$ cat config.mk
export PLATFORM = sky130hd
export DESIGN_NAME = tx_fsm
export DESIGN_NICKNAME = d
export VERILOG_FILES = /design/src/rtl/usb_pkg.sv /design/src/rtl/tx_nrzi_stuff.sv /design/src/rtl/tx_fsm.sv
export SDC_FILE = /design/constraint.sdc
export NUM_CORES = 1
export LEC_CHECK = 0
export CAP_MARGIN = 20
export CORE_ASPECT_RATIO = 1.2
export CORE_MARGIN = 5
export CORE_UTILIZATION = 51
export DETAILED_ROUTE_END_ITERATION = 16
export PLACE_DENSITY = 0.82
export SLEW_MARGIN = 20
export SYNTH_ARGS = -nofsm -noshare
export SYNTH_HDL_FRONTEND = slang
export SYNTH_SLANG_ARGS = --single-unit
$ cat constraint.sdc
create_clock -name clk -period 2 [get_ports clk]
set_input_delay 0.2 -clock clk [delete_from_list [all_inputs] [get_ports clk]]
set_output_delay 0.2 -clock clk [all_outputs]
set_load 0.02 [all_outputs]
$ cat src/rtl/usb_pkg.sv
// Shared USB transceiver definitions: transmit FSM states, framing constants
// and the {dp,dm} line-state encodings also used by the receive side.
package usb_pkg;

   typedef enum logic [2:0] {
      S_IDLE    = 3'd0,
      S_SYNC    = 3'd1,
      S_DATA    = 3'd2,
      S_EOP_SE0 = 3'd3,
      S_EOP_J   = 3'd4
   } tx_state_t;

   localparam logic [7:0] SYNC_PATTERN = 8'h80;
   localparam logic [2:0] STUFF_LIMIT  = 3'd6;
   localparam logic [2:0] EOP_SE0_BITS = 3'd2;

   typedef enum logic [1:0] {
      LINE_SE0 = 2'b00,
      LINE_K   = 2'b01,
      LINE_J   = 2'b10,
      LINE_SE1 = 2'b11
   } line_state_t;

endpackage

$ cat src/rtl/tx_nrzi_stuff.sv
// NRZI encoder with bit-stuff tracking: counts consecutive 1s on the wire and
// flags when a stuffed 0 is due; dp/dm give the level the current bit produces.
module tx_nrzi_stuff
   import usb_pkg::*;
(
   input  logic clk,
   input  logic nRST,
   input  logic bit_tick,
   input  logic bit_en,
   input  logic raw_bit,
   input  logic stuff_clear,
   output logic stuff_req,
   output logic stuff_next,
   output logic dp,
   output logic dm
);

   logic [2:0] stuff_cnt_q, stuff_cnt_d;
   logic       level_q, level_d;
   logic       enc_level;

   assign enc_level = raw_bit ? level_q : ~level_q;

   always_comb begin
      level_d     = level_q;
      stuff_cnt_d = stuff_cnt_q;
      if (stuff_clear) begin
         level_d     = 1'b1;
         stuff_cnt_d = '0;
      end else if (bit_tick && bit_en) begin
         level_d = enc_level;
         if (!raw_bit)
            stuff_cnt_d = '0;
         else if (stuff_cnt_q != STUFF_LIMIT)
            stuff_cnt_d = stuff_cnt_q + 3'd1;
      end
   end

   always_ff @(posedge clk or negedge nRST) begin
      if (!nRST) begin
         level_q     <= 1'b1;
         stuff_cnt_q <= '0;
      end else begin
         level_q     <= level_d;
         stuff_cnt_q <= stuff_cnt_d;
      end
   end

   // stuff_next: the bit being sent now completes a run and forces a stuff after it
   assign stuff_req  = (stuff_cnt_q == STUFF_LIMIT);
   assign stuff_next = raw_bit && (stuff_cnt_q >= STUFF_LIMIT - 3'd1);
   assign dp         = enc_level;
   assign dm         = ~enc_level;

endmodule

$ cat src/rtl/tx_fsm.sv
// Full-speed USB transmit sequencer: byte handshake with the link layer,
// SYNC / stuffed NRZI data / EOP framing, registered line drive.
module tx_fsm
   import usb_pkg::*;
(
   input  logic       clk,
   input  logic       nRST,
   input  logic       bit_tick,
   input  logic [7:0] tx_data,
   input  logic       tx_valid,
   output logic       tx_ready,
   output logic       tx_active,
   output logic       dp,
   output logic       dm,
   output logic       oe
);

   tx_state_t   state_q, state_d;
   logic [7:0]  shift_q, shift_d;
   logic [2:0]  bit_cnt_q, bit_cnt_d;
   logic        tx_ready_q, tx_ready_d;
   logic        tx_active_q, tx_active_d;
   logic        oe_q, oe_d;
   line_state_t line_q, line_d;

   logic enc_en, enc_bit, enc_clear;
   logic stuff_req, stuff_next, enc_dp, enc_dm;
   logic byte_end;

   tx_nrzi_stuff u_nrzi (
      .clk         (clk),
      .nRST        (nRST),
      .bit_tick    (bit_tick),
      .bit_en      (enc_en),
      .raw_bit     (enc_bit),
      .stuff_clear (enc_clear),
      .stuff_req   (stuff_req),
      .stuff_next  (stuff_next),
      .dp          (enc_dp),
      .dm          (enc_dm)
   );

   always_comb begin
      state_d     = state_q;
      shift_d     = shift_q;
      bit_cnt_d   = bit_cnt_q;
      tx_ready_d  = 1'b0;
      tx_active_d = tx_active_q;
      oe_d        = oe_q;
      line_d      = line_q;
      enc_en      = 1'b0;
      enc_bit     = 1'b0;
      enc_clear   = 1'b0;
      byte_end    = 1'b0;

      case (state_q)
         S_IDLE: begin
            enc_clear   = 1'b1;
            bit_cnt_d   = '0;
            line_d      = LINE_J;
            oe_d        = 1'b0;
            tx_active_d = 1'b0;
            if (tx_valid) begin
               shift_d    = tx_data;
               tx_ready_d = 1'b1;
               state_d    = S_SYNC;
            end
         end

         S_SYNC: begin
            enc_en  = 1'b1;
            enc_bit = SYNC_PATTERN[bit_cnt_q];
            if (bit_tick) begin
               line_d      = line_state_t'({enc_dp, enc_dm});
               oe_d        = 1'b1;
               tx_active_d = 1'b1;
               bit_cnt_d   = bit_cnt_q + 3'd1;
               if (bit_cnt_q == 3'd7)
                  state_d = S_DATA;
            end
         end

         // A stuff tick with bit_cnt at 0 can only follow bit 7, so it ends the byte
         S_DATA: begin
            enc_en  = 1'b1;
            enc_bit = stuff_req ? 1'b0 : shift_q[0];
            if (bit_tick) begin
               line_d = line_state_t'({enc_dp, enc_dm});
               if (stuff_req) begin
                  byte_end = (bit_cnt_q == 3'd0);
               end else begin
                  shift_d   = {1'b0, shift_q[7:1]};
                  bit_cnt_d = bit_cnt_q + 3'd1;
                  byte_end  = (bit_cnt_q == 3'd7) && !stuff_next;
               end
               if (byte_end) begin
                  if (tx_valid) begin
                     shift_d    = tx_data;
                     tx_ready_d = 1'b1;
                  end else begin
                     bit_cnt_d = '0;
                     state_d   = S_EOP_SE0;
                  end
               end
            end
         end

         S_EOP_SE0: begin
            if (bit_tick) begin
               if (bit_cnt_q == EOP_SE0_BITS) begin
                  line_d  = LINE_J;
                  state_d = S_EOP_J;
               end else begin
                  line_d    = LINE_SE0;
                  bit_cnt_d = bit_cnt_q + 3'd1;
               end
            end
         end

         S_EOP_J: begin
            enc_clear = 1'b1;
            if (bit_tick) begin
               line_d      = LINE_J;
               oe_d        = 1'b0;
               tx_active_d = 1'b0;
               state_d     = S_IDLE;
            end
         end

         default: begin
            enc_clear   = 1'b1;
            bit_cnt_d   = '0;
            line_d      = LINE_J;
            oe_d        = 1'b0;
            tx_active_d = 1'b0;
            state_d     = S_IDLE;
         end
      endcase
   end

   always_ff @(posedge clk or negedge nRST) begin
      if (!nRST) begin
         state_q     <= S_IDLE;
         shift_q     <= '0;
         bit_cnt_q   <= '0;
         tx_ready_q  <= 1'b0;
         tx_active_q <= 1'b0;
         oe_q        <= 1'b0;
         line_q      <= LINE_J;
      end else begin
         state_q     <= state_d;
         shift_q     <= shift_d;
         bit_cnt_q   <= bit_cnt_d;
         tx_ready_q  <= tx_ready_d;
         tx_active_q <= tx_active_d;
         oe_q        <= oe_d;
         line_q      <= line_d;
      end
   end

   assign tx_ready  = tx_ready_q;
   assign tx_active = tx_active_q;
   assign oe        = oe_q;
   assign dp        = line_q[1];
   assign dm        = line_q[0];

endmodule

==> flow_metrics.tcl <==
set metrics [dict create \
    via_per_inst 6.60 \
    nNetsFinal 236 \
    routedWlPerCell_um 17.8 \
    synth_area_leaders "dfrtp_1, ha_1, a221oi_1" \
    p_int_mw 1.55 \
    synth_xor_area_share_pct 0 \
    status "finished, final reports clean" \
    syn_nets 207 \
    setup_viol 0 \
    cts.clk_slew.worst_paths_ns 0.09 \
    power_frac_clock_pct 16.6 \
    slew_viol_final 0 \
    seq_power_share_pct 30.8 \
    clock_latency_ns 0.27 \
    finalCritPeriodShare_pct 98.0 \
    syn_area_um2 1700 \
    drv_cap 0 \
    yosys_warnings 0 \
    synth_top_family_by_area "compound AO/OA/AOI/OAI gates" \
    antenna_left 0 \
    p_per_area_nw_per_um2 1240 \
    grt_usage_pct 20.5 \
    drive_gt1_share_pct 22.2 \
    fin_setup_tns_ns 0 \
    ys_async_sr_fraction_pct 100 \
    grt.overflow.total 0 \
    die_w_um 62.7 \
    syn_area_per_cell_um2 9.05 \
    power_frac_comb_pct 52.6 \
    synth_flop_cell "dfrtp_1" \
    fin_total_pwr_mw 2.59 \
    synth_fa_ha_area_share_pct 5.15 \
    synth_compound_gate_area_share_pct 28.0 \
    crit_fanout 4 \
    cp_data_required_time_ns 2.20 \
    finClkSkew_ns 0.00468 \
    dr_total_vias 1671 \
    synth_seq_cells 22 \
    synth_edf_count 0 \
    ys_seq_area_share_pct 32.5 \
    core_area_um2 3280 \
    cts_tree "built" \
    hpwl_um 3240 \
    rsz0062_at_grt "true" \
    cp.arrival_ns 2.16 \
    max_freq_mhz 510 \
    hold_viol 0 \
    grt_max_degree 23 \
    crit_type "reg2reg" \
    switchingPower_mw 1.04 \
    n_antenna_cell 0 \
    io_buffers 16 \
    std_cell_rows 23 \
    routed_wl_um 4520 \
    cpMostUsedCell "or3_4" \
    dr.first_iter.drc_count 94 \
    clk_root_buffer_cell "clkbuf_8" \
    cts.sinks 22 \
    post_cts_buffers 0 \
    first_global_vias 1642 \
    die_h_um 73.3 \
    synth_mux_area_share_pct 5.22 \
    firstDrtPassIters 5 \
    antenna_found_initial 0 \
    drc_errors 0 \
    n_fill_cell 281 \
    clock_path_buffers 2 \
    syn_inst 188 \
    numCtsBuffers 3 \
    period_minus_slack_ns 1.96 \
    p_leak_nw 0.816 \
    path_buf_inv 2 \
    yosysTopAreaCell "dfrtp_1" \
    synth-simple-area-share_pct 21.6 \
    worstSetupStartpoint "bit_cnt_q[0]" \
    die-area_um2 4600 \
    critPathLaunchType "register" \
    start_util_pct 51.9 \
    r2r_start "bit_cnt_q[0]" \
    hp-class "in2async" \
    htreeDepth 1 \
    crit_path_end_kind "register" \
    slowest_stage "or3_4" \
    area_growth_pct 23.2 \
    pin_count 17 \
    grt_pass1_wl_um 7600 \
    slowest_delay_ns 0.41 \
    maxSlewHeadroom_pct 69.4 \
    tightest_slew_ns 0.459 \
    p_sw_share_pct 40.1 \
    gp_congestion 0.854 \
    synth_cell_types 54 \
    cp_top_family "simple AND/OR/NAND/NOR gates" \
    vdd_drop_max_v 0.000921 \
    crit_chain "buf_4 -> inv_1 -> ha_1 -> and4b_1 -> or3_4 -> or3_4 -> a22oi_2" \
    synth_top_area_share_pct 29.4 \
]
metal layers:
layer  GRT usage [%]  share of wire (%)  vias to the layer above
met1            24.9                 42                      794
met5               0                  0                        -
li1                -                  -                      785
met2            36.3                 49                       82
met4            8.96                2.2                        0
met3            2.91                6.4                       10
worst register-to-register path, cell delays in order (launching register included):
cell and delay (ns):
dfrtp_1 0.37, buf_4 0.13, inv_1 0.06, ha_1 0.22, and4b_1 0.22, or3_4 0.41, or3_4 0.35, a22oi_2 0.12
area by class of cell:
cell class / count / area, µm² / share of cell area (%)
inverters: 11 / 41.3 / 1.97
flip-flops and latches: 22 / 553 / 26.4
repair buffers: 38 / 325 / 15.5
well taps: 37 / 46.3 / 2.21
clock buffers: 3 / 41.3 / 1.97
multi-input cells: 141 / 1060 / 50.5
clock inverters: 1 / 30.0 / 1.43
layout by cell type (no fill, tap or decap), types with 6 or more instances in the layout:
cell type / n
a21oi_1: 6
a221oi_1: 8
buf_4: 22
clkdlybuf4s50_1: 16
dfrtp_1: 20
inv_1: 11
mux2_2: 6
nand3_1: 10
nand4_1: 8
nor2_1: 12
nor2b_1: 6
o21ai_0: 7
o221ai_1: 8
final timing paths:
check | depth (start not counted) | slack [ns] | to
worst max register to register | 7 | 0.04 | shift_q[7]
worst min-delay path | 2 | 0.28 | line_q[0]
min in group clk | 2 | 0.53 | line_q[0]
worst min register to register | 2 | 0.53 | line_q[0]
max in group asynchronous | 2 | 1.44 | u_nrzi.level_q
worst max-delay path | 7 | 0.04 | shift_q[7]
power by group through the flow:
| stage | clock (mW) | combinational, mW | sequential [mW] |
|---|---|---|---|
| after CTS | 0.432 | 1.33 | 0.795 |
| after global placement | 0 | 1.28 | 0.790 |
| after global routing | 0.449 | 1.49 | 0.822 |
| after floorplan | 0 | 0.884 | 0.807 |
| final | 0.430 | 1.36 | 0.798 |
| after detailed placement | 0 | 1.31 | 0.802 |
registers in the layout, summed over array words and instances, names as in the netlist:
register	count
u_nrzi.level_q	1
tx_ready	1
oe	1
shift_q	8
bit_cnt_q	3
state_q	3
u_nrzi.stuff_cnt_q	3
line_q	2
cells in the mapped netlist, types with 6 or more instances:
master    count
a221oi_1      8
o21ai_0       7
a21oi_1       6
dfrtp_1      20
nor2_1       13
o221ai_1      8
nand3_1      10
mux2_2        6
nor2b_1       6
ha_1          7
inv_1        11
nand4_1       8
logic make-up (layout without fill, tap and decap cells):
group / after synthesis / count (layout)
AOI/OAI and AO/OA: 62 / 62
DFF: 22 / 22
and+or+nand+nor: 64 / 64
adders and majority gates: 7 / 7
muxes: 8 / 8
buffers and inverters: 25 / 53
what timing repair did:
item,4_1_cts,5_1_grt
endpoints found under the setup margin,5,7
hold buffers,0,0
endpoints found under the hold margin,0,0
resized for setup,2,6
through the flow:
step / setup WS, ns / hold slack, ns / cells / util [%] / cell area, µm²
detailed placement: -0.00305 / 0.522 / 249 / 60.6 / 1990
global route: -0.0119 / 0.326 / 253 / 63.9 / 2100
CTS: 0.0114 / 0.297 / 253 / 63.0 / 2070
global placement: 0.0932 / 0.517 / 249 / 60.6 / 1990
floorplan: 0.0567 / -0.0956 / 188 / - / 1700
finish: 0.0390 / 0.282 / 253 / 63.9 / 2100
No activity file was read; power rests on OpenSTA's default activity.
